`src/rtl/adjust_key_ctrl_if.sv`:
```
// Key/strobe inputs and pulse outputs between the key conditioner and its environment.
// master drives the keys, enable and frame strobe; slave is the conditioner itself.
interface adjust_key_ctrl_if;
  logic enable;
  logic frame_en;
  logic key_inc_n;
  logic key_dec_n;
  logic inc;
  logic dec;
  logic key_busy;

  modport master (
    output enable,
    output frame_en,
    output key_inc_n,
    output key_dec_n,
    input  inc,
    input  dec,
    input  key_busy
  );

  modport slave (
    input  enable,
    input  frame_en,
    input  key_inc_n,
    input  key_dec_n,
    output inc,
    output dec,
    output key_busy
  );
endinterface

```
`src/rtl/adjust_key_ctrl.sv`:
```
// Key conditioner for the contrast stage: sync + debounce two keys, emit frame-aligned inc/dec pulses.
// Define AUTO_REPEAT_EN to build hold-to-repeat (DELAY/RPT); otherwise one pulse per press (HOLD).
module adjust_key_ctrl #(
  parameter int DB_CNT       = 1000000,
  parameter int DB_W         = 20,
  parameter int RPT_DELAY_FR = 30,
  parameter int RPT_RATE_FR  = 6
) (
  input logic              clk,
  input logic              rst_n,
  adjust_key_ctrl_if.slave bus
);
  localparam int KEY_INC = 0;
  localparam int KEY_DEC = 1;
  localparam logic [DB_W-1:0] DB_LAST = DB_W'(DB_CNT - 1);

`ifdef AUTO_REPEAT_EN
  localparam int FR_MAX = (RPT_DELAY_FR > RPT_RATE_FR) ? RPT_DELAY_FR : RPT_RATE_FR;
  localparam int FR_W   = $clog2(FR_MAX + 1);
  localparam logic [FR_W-1:0] FR_SAT   = FR_W'(FR_MAX);
  localparam logic [FR_W-1:0] FR_DELAY = FR_W'(RPT_DELAY_FR);
  localparam logic [FR_W-1:0] FR_RATE  = FR_W'(RPT_RATE_FR);

  typedef enum logic [2:0] {
    S_IDLE  = 3'd0,
    S_PEND  = 3'd1,
    S_DELAY = 3'd2,
    S_RPT   = 3'd3,
    S_LOCK  = 3'd4
  } state_e;

  logic [FR_W-1:0] frame_cnt_q, frame_cnt_d, frame_nxt_s;
`else
  typedef enum logic [1:0] {
    S_IDLE = 2'd0,
    S_PEND = 2'd1,
    S_HOLD = 2'd2,
    S_LOCK = 2'd3
  } state_e;
`endif

  // Synchronisers hold the raw active-low level; debounced state is active-high "pressed".
  logic [1:0]      sync1_q, sync1_d;
  logic [1:0]      sync2_q, sync2_d;
  logic [1:0]      db_q, db_d;
  logic [1:0]      db_prev_q, db_prev_d;
  logic [DB_W-1:0] cnt_q [2];
  logic [DB_W-1:0] cnt_d [2];

  state_e state_q, state_d;
  logic   dir_q, dir_d;
  logic   inc_q, inc_d;
  logic   dec_q, dec_d;
  logic   busy_q, busy_d;

  logic [1:0] press_s;
  logic       both_s;
  logic       any_s;
  logic       held_s;
  logic       pulse_s;

  assign press_s = db_q & ~db_prev_q;
  assign both_s  = db_q[KEY_INC] & db_q[KEY_DEC];
  assign any_s   = db_q[KEY_INC] | db_q[KEY_DEC];
  assign held_s  = db_q[dir_q];
`ifdef AUTO_REPEAT_EN
  assign frame_nxt_s = (frame_cnt_q == FR_SAT) ? frame_cnt_q : frame_cnt_q + FR_W'(1);
`endif

  // Debounce: count only while the synchronised level disagrees with the debounced state.
  always_comb begin
    sync1_d   = {bus.key_dec_n, bus.key_inc_n};
    sync2_d   = sync1_q;
    db_d      = db_q;
    db_prev_d = db_q;
    for (int k = 0; k < 2; k++) begin
      cnt_d[k] = {DB_W{1'b0}};
      if (~sync2_q[k] != db_q[k]) begin
        if (cnt_q[k] == DB_LAST) begin
          db_d[k]  = ~db_q[k];
          cnt_d[k] = {DB_W{1'b0}};
        end else begin
          cnt_d[k] = cnt_q[k] + DB_W'(1);
        end
      end else begin
        cnt_d[k] = {DB_W{1'b0}};
      end
    end
  end

  // Control FSM: disable and dual-press override every state; pulses only on frame_en.
  always_comb begin
    state_d = state_q;
    dir_d   = dir_q;
    pulse_s = 1'b0;
`ifdef AUTO_REPEAT_EN
    frame_cnt_d = frame_cnt_q;
`endif
    if (!bus.enable) begin
      state_d = any_s ? S_LOCK : S_IDLE;
    end else if (both_s) begin
      state_d = S_LOCK;
    end else begin
      case (state_q)
        S_IDLE: begin
          if (press_s[KEY_INC]) begin
            state_d = S_PEND;
            dir_d   = 1'b0;
          end else if (press_s[KEY_DEC]) begin
            state_d = S_PEND;
            dir_d   = 1'b1;
          end else begin
            state_d = S_IDLE;
          end
        end
        S_PEND: begin
          if (!held_s) begin
            state_d = S_IDLE;
          end else if (bus.frame_en) begin
            pulse_s = 1'b1;
`ifdef AUTO_REPEAT_EN
            state_d     = S_DELAY;
            frame_cnt_d = {FR_W{1'b0}};
`else
            state_d = S_HOLD;
`endif
          end else begin
            state_d = S_PEND;
          end
        end
`ifdef AUTO_REPEAT_EN
        S_DELAY, S_RPT: begin
          if (!held_s) begin
            state_d = S_IDLE;
          end else if (bus.frame_en) begin
            if (frame_nxt_s == ((state_q == S_DELAY) ? FR_DELAY : FR_RATE)) begin
              pulse_s     = 1'b1;
              state_d     = S_RPT;
              frame_cnt_d = {FR_W{1'b0}};
            end else begin
              frame_cnt_d = frame_nxt_s;
            end
          end else begin
            state_d = state_q;
          end
        end
`else
        S_HOLD: begin
          if (!held_s) begin
            state_d = S_IDLE;
          end else begin
            state_d = S_HOLD;
          end
        end
`endif
        S_LOCK: begin
          if (!any_s) begin
            state_d = S_IDLE;
          end else begin
            state_d = S_LOCK;
          end
        end
        default: state_d = S_IDLE;
      endcase
    end
    inc_d  = pulse_s & ~dir_q;
    dec_d  = pulse_s & dir_q;
    busy_d = any_s;
  end

  // All state, including the registered outputs.
  always_ff @(posedge clk or negedge rst_n) begin
    if (!rst_n) begin
      sync1_q   <= 2'b11;
      sync2_q   <= 2'b11;
      db_q      <= 2'b00;
      db_prev_q <= 2'b00;
      cnt_q[0]  <= {DB_W{1'b0}};
      cnt_q[1]  <= {DB_W{1'b0}};
      state_q   <= S_IDLE;
      dir_q     <= 1'b0;
      inc_q     <= 1'b0;
      dec_q     <= 1'b0;
      busy_q    <= 1'b0;
`ifdef AUTO_REPEAT_EN
      frame_cnt_q <= {FR_W{1'b0}};
`endif
    end else begin
      sync1_q   <= sync1_d;
      sync2_q   <= sync2_d;
      db_q      <= db_d;
      db_prev_q <= db_prev_d;
      cnt_q[0]  <= cnt_d[0];
      cnt_q[1]  <= cnt_d[1];
      state_q   <= state_d;
      dir_q     <= dir_d;
      inc_q     <= inc_d;
      dec_q     <= dec_d;
      busy_q    <= busy_d;
`ifdef AUTO_REPEAT_EN
      frame_cnt_q <= frame_cnt_d;
`endif
    end
  end

  assign bus.inc      = inc_q;
  assign bus.dec      = dec_q;
  assign bus.key_busy = busy_q;
endmodule

```
`src/flat_wrapper.sv`:
```
// flat-port wrapper written by rule: the top's interface ports become plain ports
module adjust_key_ctrl_flat 
#(
  parameter int DB_CNT       = 1000000,
  parameter int DB_W         = 20,
  parameter int RPT_DELAY_FR = 30,
  parameter int RPT_RATE_FR  = 6
)
  (clk, rst_n, bus_enable, bus_frame_en, bus_key_inc_n, bus_key_dec_n, bus_inc, bus_dec, bus_key_busy);
  adjust_key_ctrl_if bus_i ();
  input logic clk;
  input logic rst_n;
  input wire logic [$bits(bus_i.enable)-1:0] bus_enable;
  input wire logic [$bits(bus_i.frame_en)-1:0] bus_frame_en;
  input wire logic [$bits(bus_i.key_inc_n)-1:0] bus_key_inc_n;
  input wire logic [$bits(bus_i.key_dec_n)-1:0] bus_key_dec_n;
  output wire logic [$bits(bus_i.inc)-1:0] bus_inc;
  output wire logic [$bits(bus_i.dec)-1:0] bus_dec;
  output wire logic [$bits(bus_i.key_busy)-1:0] bus_key_busy;
  assign bus_i.enable = bus_enable;
  assign bus_i.frame_en = bus_frame_en;
  assign bus_i.key_inc_n = bus_key_inc_n;
  assign bus_i.key_dec_n = bus_key_dec_n;
  assign bus_inc = bus_i.inc;
  assign bus_dec = bus_i.dec;
  assign bus_key_busy = bus_i.key_busy;
  adjust_key_ctrl #(.DB_CNT(DB_CNT), .DB_W(DB_W), .RPT_DELAY_FR(RPT_DELAY_FR), .RPT_RATE_FR(RPT_RATE_FR)) u_core (.clk(clk), .rst_n(rst_n), .bus(bus_i));
endmodule
```
`config.mk`:
```
export PLATFORM = sky130hd
export DESIGN_NAME = adjust_key_ctrl_flat
export DESIGN_NICKNAME = d
export VERILOG_FILES = /design/src/rtl/adjust_key_ctrl_if.sv /design/src/rtl/adjust_key_ctrl.sv /design/src/flat_wrapper.sv
export SDC_FILE = /design/constraint.sdc
export NUM_CORES = 1
export LEC_CHECK = 0
export BUFFER_PORTS_ARGS = -buffer_cell sky130_fd_sc_hd__buf_2
export CAP_MARGIN = 20
export CORE_MARGIN = 2
export CORE_UTILIZATION = 66
export CTS_BUF_LIST = sky130_fd_sc_hd__clkbuf_2 sky130_fd_sc_hd__clkbuf_4 sky130_fd_sc_hd__clkbuf_8
export DETAILED_ROUTE_END_ITERATION = 8
export PLACE_DENSITY_LB_ADDON = 0.12
export SLEW_MARGIN = 30
export SYNTH_ARGS = -nofsm -noshare
export SYNTH_HDL_FRONTEND = slang
export SYNTH_SLANG_ARGS = --single-unit
```
`constraint.sdc`:
```
create_clock -name clk -period 4.1 [get_ports clk]
set_input_delay 0.615 -clock clk [delete_from_list [all_inputs] [get_ports clk]]
set_output_delay 0.615 -clock clk [all_outputs]
set_load 0.03 [all_outputs]
```
==> summary.txt, run 1 <==
Pwr
  • Psw: 0.1964 mW
  • Clock share of power: 37.5%
  • Cell Int Power: 0.7303 mW
  • Combinational power share: 3.7%
  • Pwr Density: 337.1 nW/um2
  • Maximum vdd drop: 0.2766 mV
  • Leak: 1.178 nW
  • Switching Fraction: 21.20%
  • Flop pwr share: 58.9%

STA
  • Clock Skews: 0.01004 ns
  • WHS: 0.2936 ns
  • Max Slew Vio Count: 0
  • Fmax: 477.5 MHz
  • Final Cycle Share: 51.08%
  • Minimum clock period: 2.094 ns
  • Slew HR: 62.33%
  • Number of failing hold endpoints at the final stage: 0
  • Setup TNS: 0 ns
  • Slew at the pin with the worst max-slew slack: 0.5616 ns
  • Setup violators final: 0
  • Unrepaired setup endpoints after global routing: no

CTS
  • Post-CTS Resized: 0
  • CTS clk-pin slew, worst paths: 0.10 ns
  • Skew-Pair Late Insertion Delay: 0.31 ns
  • CTS Hold Buffers Added: 0
  • CTS Buf Count: 5
  • Clk sinks: 54
  • Root buffer cell: clkbuf_8
  • Clock buffer depth: 2
  • Post-CTS setup buffers: 0
  • Htree depth: 2
  • TritonCTS clock tree: yes

Yosys
  • Top cell type's share of synthesized area: 48.73%
  • Yosys warning count: 0
  • Synth top area cells: dfrtp_1, xor2_1, nor2_1, dfstp_2, o31ai_1
  • Syn Inst Count: 250
  • Net count after synthesis: 258
  • Number of enable flip-flop cells after synthesis: 0
  • Area leader, netlist: dfrtp_1
  • FF+latch count, synth: 54
  • Async SR Flop Fraction: 100.0%
  • Sequential fraction of the synthesis area: 52.83%
  • Count of different cell masters after synthesis: 44
  • Mapped Area: 2567 um2
  • Syn Area/Cell: 10.27 um2
  • Primary FF master, synth: dfrtp_1

Floorplan
  • Starting Density: 69.61%
  • CORE AREA: 3689 um2
  • Die Y: 66.37 um
  • Die X: 66.37 um
  • Total die area: 4405 um2
  • IO Pins: 9
  • Number of core rows: 22

Global route
  • Initial antenna violation count: 0
  • Global route overflow: 0
  • Pin count of the biggest net entering global routing: 30
  • Vias in the first global route: 1842
  • First-pass GRT wire length: 8197 um
  • Gr usage total: 24.62%

Route
  • Via density per instance: 6.065
  • DRT Pass-1 Iters: 4
  • DRT Wirelength: 4707 um
  • Iteration-0 DRC Markers: 167
  • Remaining antenna violation count after routing: 0
  • DRC: 0
  • Routed wire per std cell: 15.38 um
  • Vias: 1856

Critical path
  • Worst Path Max Fanout: 13
  • Crit. End Element: register
  • Critical Path AT: 2.27 ns
  • Startpoint types: register
  • WP data required: 4.28 ns
  • CP Class: register to register

Place
  • RePlAce Congestion: 0.8291
  • HPWL after detailed placement: 3293 um
  • Port bufs: 8

Cells and area
  • Most frequent cells in the layout: dfrtp_1, nor2_1, xor2_1, nand2_1, nand3_1
  • Layout Nets: 265
  • Area Overhead vs Synth: 7.066%
  • Area of the multi-input gates: 1131 um2
  • Commonest non-fill, non-tap cell in the layout: dfrtp_1
  • Layout fillers: 272
  • Register area: 1356 um2
  • Layout cells sized above 1: 12.79%
  • Ant. Diodes: 0

Outcome
  • Run status: finished clean

Min path
  • Hold WC Path Type: input port to asynchronous set/reset pin

Flow run
  • Max Cap Violations: 0
-- path summary, 6_finish.rpt --
check,start,endpoint,depth (start not counted),slack [ns]
min in group clk,u_core.sync1_q[1],u_core.sync2_q[1],0,0.35
worst min-delay path,rst_n,u_core.cnt_q[29],1,0.29
worst max register to register,u_core.cnt_q[0],u_core.cnt_q[15],6,2.01
max in group asynchronous,rst_n,u_core.sync1_q[1],2,2.99
worst max-delay path,u_core.cnt_q[0],u_core.cnt_q[15],6,2.01
worst min register to register,u_core.sync1_q[1],u_core.sync2_q[1],0,0.35
-- state kept, by name (all words and copies together) (netlist names) --
register             flops
u_core.dir_q             1
u_core.cnt_q            40
u_core.state_q           2
u_core.sync2_q           2
u_core.db_prev_d         2
u_core.bus.dec           1
u_core.bus.inc           1
u_core.sync1_q           2
u_core.bus.key_busy      1
u_core.db_prev_q         2
-- cell usage after synthesis, types with 2 or more instances --
master,n
or4b_1,3
buf_2,6
xor2_1,19
dfrtp_1,50
ha_1,2
nand4_1,11
o31ai_1,10
and3_1,5
nor3_1,5
nor2_1,33
nand2_1,16
and2_1,2
a21oi_1,12
o21ai_0,5
and4_1,4
inv_1,8
dfstp_2,4
xnor2_1,7
nand3_1,13
mux2i_1,2
clkbuf_1,3
or4_1,8
-- power by group through the flow --
stage          registers, mW  logic [mW]  clock network, mW
2_1_floorplan          0.555      0.0163                  0
3_3_place_gp           0.556      0.0339                  0
3_5_place_dp           0.556      0.0348                  0
4_1_cts                0.546      0.0350              0.354
5_1_grt                0.547      0.0397              0.373
6_report               0.546      0.0339              0.347
-- kinds of logic after synthesis --
| logic type | share of synthesized area, % |
|---|---|
| AND/OR/NAND/NOR | 23.83 |
| flip-flops | 52.83 |
| AO/OA/AOI/OAI | 8.821 |
| XOR/XNOR | 8.869 |
| buffers and inverters | 3.509 |
| adder cells (fa/ha/maj) | 1.364 |
| multiplexers | 0.7798 |
-- area by class of cell --
cell class              instances  share of cell area [%]
well taps                      48                   2.185
clock inverters                 3                   1.457
clock buffers                   5                   2.503
inverters                       8                   1.092
repair buffers                 11                   2.276
multi-input cells             177                   41.15
flip-flops and latches         54                   49.34
-- per-stage QoR --
| step | std cells | util, % | worst slack (ns) | area [um2] | total power, mW |
|---|---|---|---|---|---|
| 2_1_floorplan | 250 | - | 2.394 | 2567 | 0.5712 |
| 3_3_place_gp | 298 | 71.57 | 2.129 | 2640 | 0.5895 |
| 3_5_place_dp | 298 | 71.57 | 2.034 | 2640 | 0.5911 |
| 4_1_cts | 306 | 74.53 | 1.985 | 2749 | 0.9352 |
| 5_1_grt | 306 | 74.53 | 1.847 | 2749 | 0.9594 |
| 6_report | 306 | 74.53 | 2.006 | 2749 | 0.9267 |
-- worst max-delay path, stage by stage, from the launching register on --
cell and delay [ns]:
dfrtp_1 0.40, ha_1 0.19, and3_1 0.28, nand3_1 0.19
o31ai_2 0.55, buf_4 0.29, a21oi_1 0.07
-- per-layer routing --
layer / share of wire [%] / vias to the layer above / global-route usage, %
li1: - / 901 / -
met1: 45 / 905 / 32.88
met2: 51 / 44 / 39.63
met3: 3.7 / 6 / 4.940
met4: 0.93 / 0 / 9.439
met5: 0 / - / 0
Power figures use the tool's default switching activity.
==> inputs of run 2 (changes only) <==
--- a/config.mk
+++ b/config.mk
@@ -8,7 +8,7 @@
 export BUFFER_PORTS_ARGS = -buffer_cell sky130_fd_sc_hd__buf_2
 export CAP_MARGIN = 20
 export CORE_MARGIN = 2
-export CORE_UTILIZATION = 66
+export CORE_UTILIZATION = 57
 export CTS_BUF_LIST = sky130_fd_sc_hd__clkbuf_2 sky130_fd_sc_hd__clkbuf_4 sky130_fd_sc_hd__clkbuf_8
 export DETAILED_ROUTE_END_ITERATION = 8
 export PLACE_DENSITY_LB_ADDON = 0.12
==> constraint.sdc (replaced) <==
create_clock -name clk -period 1.9 [get_ports clk]
set_input_delay 0.285 -clock clk [delete_from_list [all_inputs] [get_ports clk]]
set_output_delay 0.285 -clock clk [all_outputs]
set_load 0.03 [all_outputs]
==> summary.txt, run 2 (synthesized netlist as in run 1, its figures left out) <==
Cells and area
  • Utilization after layout: 64.83% (was 74.53%)
  • Area Overhead vs Synth: 9.942% (was 7.066%)
  • Fin cells: 318 (was 306)
  • Area of the multi-input gates: 1132 um2 (was 1131 um2)
  • Layout Nets: 273 (was 265)
  • Largest Register: u_core.cnt_q (unchanged)
  • Layout fillers: 360 (was 272)
  • Ant. Diodes: 0 (unchanged)
  • Most frequent cells in the layout: dfrtp_1, nor2_1, xor2_1, nand2_1, nand3_1 (unchanged)
  • Register area: 1356 um2 (unchanged)
  • Max reg flops: 40 (unchanged)
  • Layout cells sized above 1: 15.41% (was 12.79%)
  • Commonest non-fill, non-tap cell in the layout: dfrtp_1 (unchanged)

Critical path
  • Worst path cell trace: or4_1 > o31ai_2 > buf_4 > nor2_1 (was ha_1 > and3_1 > nand3_1 > o31ai_2 > buf_4 > a21oi_1)
  • Worst r2r path cells: 4 (was 6)
  • Crit. End Element: register (unchanged)
  • CP Class: register to register (unchanged)
  • Critical R2R Capture: u_core.cnt_q[3] (was u_core.cnt_q[15])
  • Critical Path AT: 1.94 ns (was 2.27 ns)
  • Max stage delay cell, worst path: or4_1 (was o31ai_2)
  • Max stage delay on crit path: 0.56 ns (was 0.55 ns)
  • WP depth: 4 (was 6)
  • Buffers & Inverters on Critical Path: 1 (unchanged)
  • Startpoint types: register (unchanged)
  • Top Family by Delay on Critical Path: simple AND/OR/NAND/NOR gates (was compound AO/OA/AOI/OAI gates)
  • WP data required: 2.10 ns (was 4.28 ns)
  • Worst Path Max Fanout: 14 (was 13)
  • Launching point of the worst reg2reg path: u_core.cnt_q[13] (was u_core.cnt_q[0])
  • Setup slack, reg-to-reg: 0.16 ns (was 2.01 ns)

Min path
  • Hold Path Origin: bus_key_dec_n
  • Hold WC Path Type: input port to register (was input port to asynchronous set/reset pin)
  • Hold path endpoint: u_core.sync1_q[1]
  • Worst hold stages: 1

Route
  • Iteration-0 DRC Markers: 88 (was 167)
  • DRT Pass-1 Iters: 4 (unchanged)
  • Routed wire per std cell: 14.18 um (was 15.38 um)
  • Vias: 1806 (was 1856)
  • Via density per instance: 5.679 (was 6.065)
  • DRT Wirelength: 4509 um (was 4707 um)
  • DRC: 0 (unchanged)
  • Remaining antenna violation count after routing: 0 (unchanged)

STA
  • Slew HR: 70.44% (was 62.33%)
  • Final Cycle Share: 91.54% (was 51.08%)
  • Setup violators final: 0 (unchanged)
  • Setup TNS: 0 ns (unchanged)
  • Unrepaired setup endpoints after global routing: no (unchanged)
  • Max Slew Vio Count: 0 (unchanged)
  • Clock Skews: 0.008646 ns (was 0.01004 ns)
  • Minimum clock period: 1.739 ns (was 2.094 ns)
  • Fmax: 575.0 MHz (was 477.5 MHz)
  • Slew at the pin with the worst max-slew slack: 0.4323 ns (was 0.5616 ns)
  • Number of failing hold endpoints at the final stage: 0 (unchanged)

Global route
  • Initial antenna violation count: 0 (unchanged)
  • Gr usage total: 20.35% (was 24.62%)
  • Pin count of the biggest net entering global routing: 23 (was 30)
  • Global route overflow: 0 (unchanged)
  • Vias in the first global route: 1761 (was 1842)
  • First-pass GRT wire length: 8059 um (was 8197 um)

CTS
  • Skew-Pair Late Insertion Delay: 0.31 ns (about the same)
  • Htree depth: 2 (unchanged)
  • Post-CTS setup buffers: 0 (unchanged)
  • Clk sinks: 54 (unchanged)
  • Clock buffer depth: 2 (unchanged)
  • TritonCTS clock tree: yes (unchanged)
  • CTS Buf Count: 5 (unchanged)
  • Root buffer cell: clkbuf_8 (unchanged)
  • CTS clk-pin slew, worst paths: 0.10 ns (about the same)

Pwr
  • Pwr Density: 716.2 nW/um2 (was 337.1 nW/um2)
  • Maximum vdd drop: 0.4500 mV (was 0.2766 mV)
  • Total chip power: 2.022 mW (was 0.9267 mW)
  • Leak: 1.211 nW (was 1.178 nW)

Outcome
  • Run status: finished clean (unchanged)

Place
  • HPWL after detailed placement: 3071 um (was 3293 um)
  • Port bufs: 8 (unchanged)
  • RePlAce Congestion: 0.7841 (was 0.8291)
  • DP Cell Count: 309 (was 298)

Floorplan
  • Starting Density: 58.97% (was 69.61%)
  • CORE AREA: 4354 um2 (was 3689 um2)
  • Total die area: 5057 um2 (was 4405 um2)
  • Die X: 71.12 um (was 66.37 um)
  • Number of core rows: 24 (was 22)
  • IO Pins: 9 (unchanged)
  • Die Y: 71.12 um (was 66.37 um)

Flow run
  • Max Cap Violations: 0 (unchanged)
run 2: changes by cell type in the layout (fill, tap and decap cells not counted):
cell           previous run  this run
buf_4                     3        10
clkinv_2                  2         0
clkinvlp_4                0         2
and3_1                    5         4
and3_2                    1         2
dlygate4sd3_1             0         1
run 2: repair_timing:
item                                    CTS  global route
endpoints found under the hold margin    20             0
hold buffers                              1             0
gates resized for setup                   0             1
endpoints found under the setup margin    0            11
run 2: cell type report:
type / count / share of cell area, %
multi-input cells: 177 / 40.12
well taps: 52 / 2.305
clock buffers: 5 / 2.438
flip-flops and latches: 54 / 48.05
clock inverters: 3 / 1.596
repair buffers: 19 / 4.433
inverters: 8 / 1.064
run 2: through the flow:
stage                     area [um2]  setup WS, ns  hold slack (ns)
after global placement          2698        0.1818           0.2641
after global routing            2823       0.02016          0.04763
after floorplan                 2567        0.1939         -0.01059
final                           2823        0.1608          0.06049
after detailed placement        2698        0.1413           0.2662
after CTS                       2821        0.1159          0.04566
run 2: routing by layer:
| metal | vias to the layer above | track usage, % | part of all wire (%) |
|---|---|---|---|
| met5 | - | 0 | 0 |
| met4 | 0 | 7.547 | 1.7 |
| met3 | 6 | 4.701 | 2.2 |
| met2 | 12 | 32.81 | 47 |
| met1 | 869 | 27.02 | 49 |
| li1 | 919 | - | - |
run 2: where the power goes:
part           internal, mW  switching (mW)  leakage [nW]
combinational        0.0252          0.0524         0.425
clock                 0.392           0.374        0.0504
sequential             1.17          0.0113         0.736
total                  1.58           0.438          1.21
run 2: how the worst max path moves through the flow:
stage | startpoint | endpoint | slack (ns)
final | u_core.cnt_q[13] | u_core.cnt_q[3] | 0.16
after global routing | u_core.cnt_q[0] | u_core.cnt_q[18] | 0.02
after CTS | u_core.cnt_q[0] | u_core.cnt_q[18] | 0.12
after detailed placement | u_core.cnt_q[0] | u_core.cnt_q[18] | 0.14
after global placement | u_core.cnt_q[0] | u_core.cnt_q[16] | 0.18
after floorplan | u_core.cnt_q[0] | u_core.cnt_q[16] | 0.19
